[src/rtl/ins_fetch_if.sv]
// Fetch-unit bus: ROM address/data, redirect requests and the registered instruction.
// The fetch unit drives the ROM address, so it takes the master modport.
interface ins_fetch_if;
    logic [10:0] rom_addr;
    logic [11:0] rom_data;
    logic        stall;
    logic        jump_en;
    logic [10:0] jump_addr;
    logic        call_en;
    logic [10:0] call_addr;
    logic        ret_en;
    logic [11:0] ir;
    logic [10:0] ir_pc;
    logic        ir_valid;
    logic        stack_err;

    modport master (
        output rom_addr,
        input  rom_data,
        input  stall,
        input  jump_en,
        input  jump_addr,
        input  call_en,
        input  call_addr,
        input  ret_en,
        output ir,
        output ir_pc,
        output ir_valid,
        output stack_err
    );

    modport slave (
        input  rom_addr,
        output rom_data,
        output stall,
        output jump_en,
        output jump_addr,
        output call_en,
        output call_addr,
        output ret_en,
        input  ir,
        input  ir_pc,
        input  ir_valid,
        input  stack_err
    );
endinterface

[src/rtl/ins_fetch.sv]
// Instruction fetch: PC, one-cycle ROM fetch into ir, jump/call/return redirects.
// Define INS_FETCH_CALL_STACK_EN to build the return-address stack.
module ins_fetch #(
    parameter logic [10:0] RESET_VECTOR = 11'd0,
    parameter int unsigned STACK_DEPTH  = 8
) (
    input logic         clk,
    input logic         rst_n,
    ins_fetch_if.master bus
);

    logic [10:0] pc_q, pc_d;
    logic [11:0] ir_q, ir_d;
    logic [10:0] ir_pc_q, ir_pc_d;
    logic        ir_valid_q, ir_valid_d;

`ifdef INS_FETCH_CALL_STACK_EN
    localparam int unsigned    SpW    = $clog2(STACK_DEPTH + 1);
    localparam int unsigned    IdxW   = $clog2(STACK_DEPTH);
    localparam logic [SpW-1:0] SpFull = SpW'(STACK_DEPTH);

    logic [SpW-1:0]  sp_q, sp_d;
    logic [10:0]     stack_q [STACK_DEPTH];
    logic            stack_err_q, stack_err_d;
    logic            push;
    logic [IdxW-1:0] push_idx;
    logic [IdxW-1:0] top_idx;
    logic [10:0]     push_val;

    assign push_idx = sp_q[IdxW-1:0];
    assign top_idx  = IdxW'(sp_q - SpW'(1));
    // Return lands on the instruction after the one that issued the call.
    assign push_val = ir_pc_q + 11'd1;
`else
    logic unused_ret;
    assign unused_ret = bus.ret_en;
`endif

    always_comb begin
        pc_d       = pc_q;
        ir_d       = ir_q;
        ir_pc_d    = ir_pc_q;
        ir_valid_d = ir_valid_q;
`ifdef INS_FETCH_CALL_STACK_EN
        sp_d        = sp_q;
        stack_err_d = 1'b0;
        push        = 1'b0;
        if (bus.ret_en) begin
            ir_valid_d = 1'b0;
            if (sp_q == '0) begin
                pc_d        = RESET_VECTOR;
                stack_err_d = 1'b1;
            end else begin
                pc_d = stack_q[top_idx];
                sp_d = sp_q - SpW'(1);
            end
        end else if (bus.call_en) begin
            ir_valid_d = 1'b0;
            pc_d       = bus.call_addr;
            // A full stack still takes the call; the return address is dropped.
            if (sp_q == SpFull) begin
                stack_err_d = 1'b1;
            end else begin
                push = 1'b1;
                sp_d = sp_q + SpW'(1);
            end
        end else
`else
        if (bus.call_en) begin
            ir_valid_d = 1'b0;
            pc_d       = bus.call_addr;
        end else
`endif
        if (bus.jump_en) begin
            ir_valid_d = 1'b0;
            pc_d       = bus.jump_addr;
        end else if (!bus.stall) begin
            ir_d       = bus.rom_data;
            ir_pc_d    = pc_q;
            ir_valid_d = 1'b1;
            pc_d       = pc_q + 11'd1;
        end
    end

    always_ff @(posedge clk) begin
        if (!rst_n) begin
            pc_q       <= RESET_VECTOR;
            ir_q       <= 12'h000;
            ir_pc_q    <= 11'd0;
            ir_valid_q <= 1'b0;
        end else begin
            pc_q       <= pc_d;
            ir_q       <= ir_d;
            ir_pc_q    <= ir_pc_d;
            ir_valid_q <= ir_valid_d;
        end
    end

`ifdef INS_FETCH_CALL_STACK_EN
    always_ff @(posedge clk) begin
        if (!rst_n) begin
            sp_q        <= '0;
            stack_err_q <= 1'b0;
        end else begin
            sp_q        <= sp_d;
            stack_err_q <= stack_err_d;
        end
    end

    // Entries are don't-care after reset, so the storage carries no reset.
    always_ff @(posedge clk) begin
        if (rst_n && push) begin
            stack_q[push_idx] <= push_val;
        end
    end

    assign bus.stack_err = stack_err_q;
`else
    assign bus.stack_err = 1'b0;
`endif

    assign bus.rom_addr = pc_q;
    assign bus.ir       = ir_q;
    assign bus.ir_pc    = ir_pc_q;
    assign bus.ir_valid = ir_valid_q;

endmodule

[src/flat_wrapper.sv]
// flat-port wrapper written by rule: the top's interface ports become plain ports
module ins_fetch_flat 
#(
    parameter logic [10:0] RESET_VECTOR = 11'd0,
    parameter int unsigned STACK_DEPTH  = 8
)
  (clk, rst_n, bus_rom_addr, bus_rom_data, bus_stall, bus_jump_en, bus_jump_addr, bus_call_en, bus_call_addr, bus_ret_en, bus_ir, bus_ir_pc, bus_ir_valid, bus_stack_err);
  ins_fetch_if bus_i ();
  input logic clk;
  input logic rst_n;
  output wire logic [$bits(bus_i.rom_addr)-1:0] bus_rom_addr;
  input wire logic [$bits(bus_i.rom_data)-1:0] bus_rom_data;
  input wire logic [$bits(bus_i.stall)-1:0] bus_stall;
  input wire logic [$bits(bus_i.jump_en)-1:0] bus_jump_en;
  input wire logic [$bits(bus_i.jump_addr)-1:0] bus_jump_addr;
  input wire logic [$bits(bus_i.call_en)-1:0] bus_call_en;
  input wire logic [$bits(bus_i.call_addr)-1:0] bus_call_addr;
  input wire logic [$bits(bus_i.ret_en)-1:0] bus_ret_en;
  output wire logic [$bits(bus_i.ir)-1:0] bus_ir;
  output wire logic [$bits(bus_i.ir_pc)-1:0] bus_ir_pc;
  output wire logic [$bits(bus_i.ir_valid)-1:0] bus_ir_valid;
  output wire logic [$bits(bus_i.stack_err)-1:0] bus_stack_err;
  assign bus_rom_addr = bus_i.rom_addr;
  assign bus_i.rom_data = bus_rom_data;
  assign bus_i.stall = bus_stall;
  assign bus_i.jump_en = bus_jump_en;
  assign bus_i.jump_addr = bus_jump_addr;
  assign bus_i.call_en = bus_call_en;
  assign bus_i.call_addr = bus_call_addr;
  assign bus_i.ret_en = bus_ret_en;
  assign bus_ir = bus_i.ir;
  assign bus_ir_pc = bus_i.ir_pc;
  assign bus_ir_valid = bus_i.ir_valid;
  assign bus_stack_err = bus_i.stack_err;
  ins_fetch #(.RESET_VECTOR(RESET_VECTOR), .STACK_DEPTH(STACK_DEPTH)) u_core (.clk(clk), .rst_n(rst_n), .bus(bus_i));
endmodule
[config.mk]
export PLATFORM = sky130hd
export DESIGN_NAME = ins_fetch_flat
export DESIGN_NICKNAME = d
export VERILOG_FILES = /design/src/rtl/ins_fetch_if.sv /design/src/rtl/ins_fetch.sv /design/src/flat_wrapper.sv
export SDC_FILE = /design/constraint.sdc
export NUM_CORES = 1
export LEC_CHECK = 0
export BUFFER_PORTS_ARGS = -buffer_cell sky130_fd_sc_hd__buf_2
export CORE_UTILIZATION = 45
export DETAILED_ROUTE_END_ITERATION = 7
export GPL_TIMING_DRIVEN = 0
export PLACE_DENSITY = 0.75
export SLEW_MARGIN = 20
export SYNTH_ARGS = -nofsm -noshare
export SYNTH_HDL_FRONTEND = slang
export SYNTH_SLANG_ARGS = --single-unit
[constraint.sdc]
create_clock -name clk -period 2 [get_ports clk]
set_input_delay 0 -clock clk [delete_from_list [all_inputs] [get_ports clk]]
set_output_delay 0 -clock clk [all_outputs]
set_load 0.03 [all_outputs]
# --- Word-level counts from Yosys, hierarchy flattened ---
# Cells that the tools add are included.
# W data, S select, Z words.
classes:
  n_addsub: 1
  multipliers: 0
  div_mod_pow: 0
  n_lt_le_gt_ge: 0
  eq_ne: 1
  shift: 0
  muxes: 3
  n_bitwise: 4
  reduce_logical: 2
ops:
  columns: ["cell", "n"]
  rows:
  - ["$mux W11", 3]
  - ["$add A11 B1 Y11 const B", 1]
  - ["$not A1 Y1", 4]
  - ["$ne A3 B1 Y1 const B", 1]
  - ["$reduce_and A3 Y1", 1]
  - ["$reduce_or A3 Y1", 1]
totals:
  regBits: 35
  latchBits: 0
  ram_bits: 0
  mem_bits_ro: 0
  inputBits: 40
  out_inout_bits: 36
  word_cells: 15
  n_memories: 0

# --- Longest topological paths before layout ---
logic_depth:
  ltp_word: 4
  ltp_mapped: 6
  depth_no_buf: 5

# --- Worst setup path before layout ---
# No wires, ideal clock.
synth_timing:
  kind: "register to register"
  start: "register u_core.pc_q[0], in the netlist u_core.bus.rom_addr[0]"
  end: "register u_core.pc_q[10], in the netlist u_core.bus.rom_addr[10]"
  setup_ns: 0.120
  t_arrival_ns: 1.454
  required_ns: 1.880
  path_slack_ns: 0.427
  stages_incl_launch_ff: 6
  n_path_buf: 0
  period_less_slack_ns: 1.573
  cell_sequence: "dfxtp_1 > ha_1 > nand3_2 > o31a_1 > o21ai_1 > a21oi_1"
synth_via:
  elab_chain_len: 4
synth_rtl:
  columns: ["element", "line_no", "source"]
  rows:
  - ["from (decl)", "ins_fetch.sv:12", "logic [10:0] pc_q, pc_d;"]
  - ["from (signal assigned)", "ins_fetch.sv:92", "pc_q <= pc_d;"]
  - ["$add A11 B1 Y11", "ins_fetch.sv:81", "pc_d = pc_q + 11'd1;"]
  - ["$mux W11", "ins_fetch.sv:77", "end else if (!bus.stall) begin"]
  - ["$mux W11", "ins_fetch.sv:74", "if (bus.jump_en) begin"]
  - ["$mux W11", "ins_fetch.sv:69", "if (bus.call_en) begin"]
# No other way between the ends. The select of a mux whose other input is x is not followed.
# A chain may end at the register's enable or synchronous reset.

# --- Worst setup path in the final report ---
# Same ends and word-level chain as after synthesis.

==> impl_metrics.py <==
metrics = {
    "global_routing": {
        "grt_pass1_wl_mm": 7.134,
        "antenna_found_initial": 0,
        "grt_max_degree": 11,
        "grt_usage_pct": 22.64,
        "grt_pass1_vias": 1641,
        "overflow": 0,
    },
    "worst_setup_path": {
        "r2r_cells": 5,
        "worstSetupEndpointType": "flop",
        "r2r-end": "u_core.bus.rom_addr[10]",
        "critPathKind": "reg2reg",
        "startpoint": "u_core.bus.rom_addr[0]",
        "critPathArrivalTime_ps": 1670,
        "r2r-start": "u_core.bus.rom_addr[0]",
        "crit_end": "u_core.bus.rom_addr[10]",
        "critPathLaunchType": "flop",
        "cp.required_ps": 2170,
        "path_max_fanout": 7,
        "reg2reg_slack_ps": 490,
    },
    "sta": {
        "maxSlewViolCount": 0,
        "finalHoldViolCount": 0,
        "finalClockSkew_ps": 4.783,
        "slew_headroom_pct": 65.16,
        "fin_crit_ps": 1506,
        "hold_slack_ps": 18.47,
        "rsz0062_at_grt": "no",
        "max_freq_mhz": 663.8,
        "fin_tns_setup_ps": 0,
        "worst_pin_slew_ps": 522.6,
        "setup_viol": 0,
        "finalCritPeriodShare_pct": 75.32,
    },
    "synth": {
        "ys_types": 42,
        "synth_seq_cells": 35,
        "syn_area_sq_um": 1717,
        "ys_seq_area_share_pct": 40.82,
        "syn_inst": 215,
        "synth_area_per_cell_sq_um": 7.984,
        "synth_fp_nets": 256,
        "yosys_warnings": 0,
    },
    "cells_and_area": {
        "synthToLayoutAreaGrowth_pct": 39.80,
        "antenna_cells": 0,
        "drive_above_1_share_pct": 31.19,
        "final_cells": 359,
        "mostFrequentLayoutCells": "buf_2, nand2_1, dfxtp_1",
        "num-nets-final": 352,
        "final_common_cell": "buf_2",
        "fillers": 323,
    },
    "clock_network": {
        "cts_root_buffer": "clkbuf_8",
        "hold_buffers": 18,
        "cts_buffer_depth": 2,
        "cts_resized": 0,
        "clock-sinks": 35,
        "clk_pin_slew_ps": 70,
        "htreeDepth": 2,
        "cts_made_buffers": 5,
        "insertion_delay_ps": 290,
        "cts_setup_buffers": 0,
        "cts_tree": "yes",
    },
    "status": {
        "outcome": "complete, no violations",
    },
    "power_and_ir_drop": {
        "power_density_nw_per_um2": 666.7,
        "intPower_uw": 1134,
        "p_sw_uw": 465.8,
        "seqPwrFrac_pct": 47.8,
        "power.leakage_uw": 0.001065,
        "peakVddDrop_uv": 335.9,
        "power.share.switching_pct": 29.11,
        "clkPwrFrac_pct": 32.3,
        "combPwrFrac_pct": 19.9,
    },
    "route": {
        "highest_layer": "met4",
        "drt_iter0_markers": 69,
        "drcViolationCount": 0,
        "met3_length_microns": 322,
        "first_pass_iters": 4,
        "met2_length_mm": 2.046,
        "wl_met1_mm": 2.004,
        "wl_per_cell_microns": 12.33,
        "wl_mm": 4.425,
        "vias": 1786,
        "antenna_left": 0,
        "vias_per_cell": 4.975,
    },
    "floorplanning": {
        "core_sq_um": 3661,
        "ios": 76,
        "row_count": 22,
        "start_util_pct": 46.89,
        "dieHeight_microns": 63.77,
        "die_w_microns": 63.77,
        "dieArea_sq_um": 4066,
    },
    "placement": {
        "dpl.cell_count": 334,
        "gp_congestion": 0.7885,
        "port_buffers": 71,
        "dpl.hpwl_mm": 3.064,
    },
    "min_path": {
        "hp-class": "in2reg",
        "hold_path_startpoint": "rst_n",
    },
    "run": {
        "cap_violations": 0,
    },
}
## registers in the layout, indices dropped and copies added (netlist names)
signal and cells:
u_core.bus.ir_valid 1, u_core.bus.ir_pc 11, u_core.bus.ir 12, u_core.bus.rom_addr 11
## cell families (layout without fill, tap and decap cells)
kind of cell             Yosys count  count (layout)  share of synthesized area [%]
AO/OA/AOI/OAI                     57              57                          20.48
XOR/XNOR                           5               5                          2.551
adder cells (fa/ha/maj)            1               1                         0.7287
AND/OR/NAND/NOR                   89              89                          25.15
multiplexers                       3               3                          1.749
other                              1               1                         0.2184
buffers and inverters             24             120                          8.308
flip-flops                        35              35                          40.82
## metal layers
| layer | global-route usage, % | up-vias |
|---|---|---|
| li1 | - | 923 |
| met1 | 26.64 | 781 |
| met2 | 39.76 | 77 |
| met3 | 6.071 | 5 |
| met4 | 6.818 | 0 |
| met5 | 0 | - |
## through the flow
stage | instance area [sq um] | util (%) | total power [uW] | worst slack [ps]
2_1_floorplan | 1717 | - | 968.9 | 426.6
3_3_place_gp | 2132 | 58.24 | 1066 | 524.0
3_5_place_dp | 2132 | 58.24 | 1069 | 525.2
4_1_cts | 2400 | 65.55 | 1612 | 504.7
5_1_grt | 2400 | 65.55 | 1681 | 409.5
6_report | 2400 | 65.55 | 1600 | 493.5
## worst max-delay path, cell delays in order, from the launching register on
cell and delay [ps]:
dfxtp_1 460, ha_1 230, nand3_2 170, o31a_1 320, o21ai_1 130, a21oi_1 80
## synthesized netlist by cell type
| library cell | instances | share of area (%) |
|---|---|---|
| a311oi_1 | 1 | 0.51 |
| a221oi_2 | 1 | 0.87 |
| a2bb2oi_1 | 1 | 0.51 |
| inv_1 | 9 | 2.0 |
| o211a_1 | 1 | 0.58 |
| nand4_2 | 1 | 0.73 |
| nor2_1 | 3 | 0.66 |
| a22oi_1 | 2 | 0.87 |
| a311oi_2 | 1 | 0.87 |
| or2_4 | 1 | 0.51 |
| o211ai_1 | 3 | 1.3 |
| o2111a_1 | 1 | 0.66 |
| o21ai_1 | 2 | 0.58 |
| mux2i_1 | 3 | 1.7 |
| clkbuf_1 | 4 | 0.87 |
| nor3_2 | 2 | 1.2 |
| a21oi_1 | 32 | 9.3 |
| and4_1 | 1 | 0.51 |
| nand2_1 | 56 | 12 |
| buf_2 | 3 | 0.87 |
| a31oi_1 | 2 | 0.73 |
| nand2b_1 | 2 | 0.73 |
| nor2_4 | 1 | 0.66 |
| xnor2_1 | 4 | 2.0 |
| nor2b_1 | 4 | 1.5 |
| dfxtp_1 | 35 | 41 |
| nor3b_1 | 3 | 1.3 |
| nand4_1 | 1 | 0.36 |
| conb_1 | 1 | 0.22 |
| nand3_2 | 1 | 0.58 |
| o31ai_1 | 2 | 0.87 |
| xor2_1 | 1 | 0.51 |
| and2b_1 | 1 | 0.44 |
| nor4_1 | 3 | 1.1 |
| nand3_1 | 3 | 0.87 |
| nor3_1 | 5 | 1.5 |
| o21ai_0 | 6 | 1.7 |
| ha_1 | 1 | 0.73 |
| buf_6 | 5 | 3.3 |
| o31a_1 | 2 | 1.0 |
| or3_1 | 1 | 0.36 |
| buf_4 | 3 | 1.3 |
## area by class of cell
class,count,area (sq um),share of cell area [%]
Timing Repair Buffer,89,535.5,22.31
Tap cell,48,60.06,2.503
Multi-Input combinational cell,156,873.3,36.39
Buffer,15,108.9,4.536
Clock inverter,1,5.005,0.2086
Clock buffer,6,82.58,3.441
Inverter,9,33.78,1.408
Sequential cell,35,700.7,29.20
## power groups by stage
stage | combinational (uW) | sequential [uW] | clock, uW
global placement | 287 | 779 | 0
detailed placement | 289 | 780 | 0
CTS | 317 | 764 | 532
global route | 348 | 768 | 565
finish | 319 | 765 | 516
floorplan | 134 | 835 | 0
## how the worst min path moves through the flow
stage | to | slack (ps) | depth (start not counted)
finish | u_core.bus.rom_addr[9] | 20 | 3
global route | u_core.bus.rom_addr[9] | 30 | 3
CTS | u_core.bus.rom_addr[9] | 6 | 3
detailed placement | u_core.bus.rom_addr[0] | 230 | 2
global placement | u_core.bus.rom_addr[0] | 230 | 2
floorplan | u_core.bus.rom_addr[9] | 120 | 2
No activity file was read; power rests on OpenSTA's default activity.
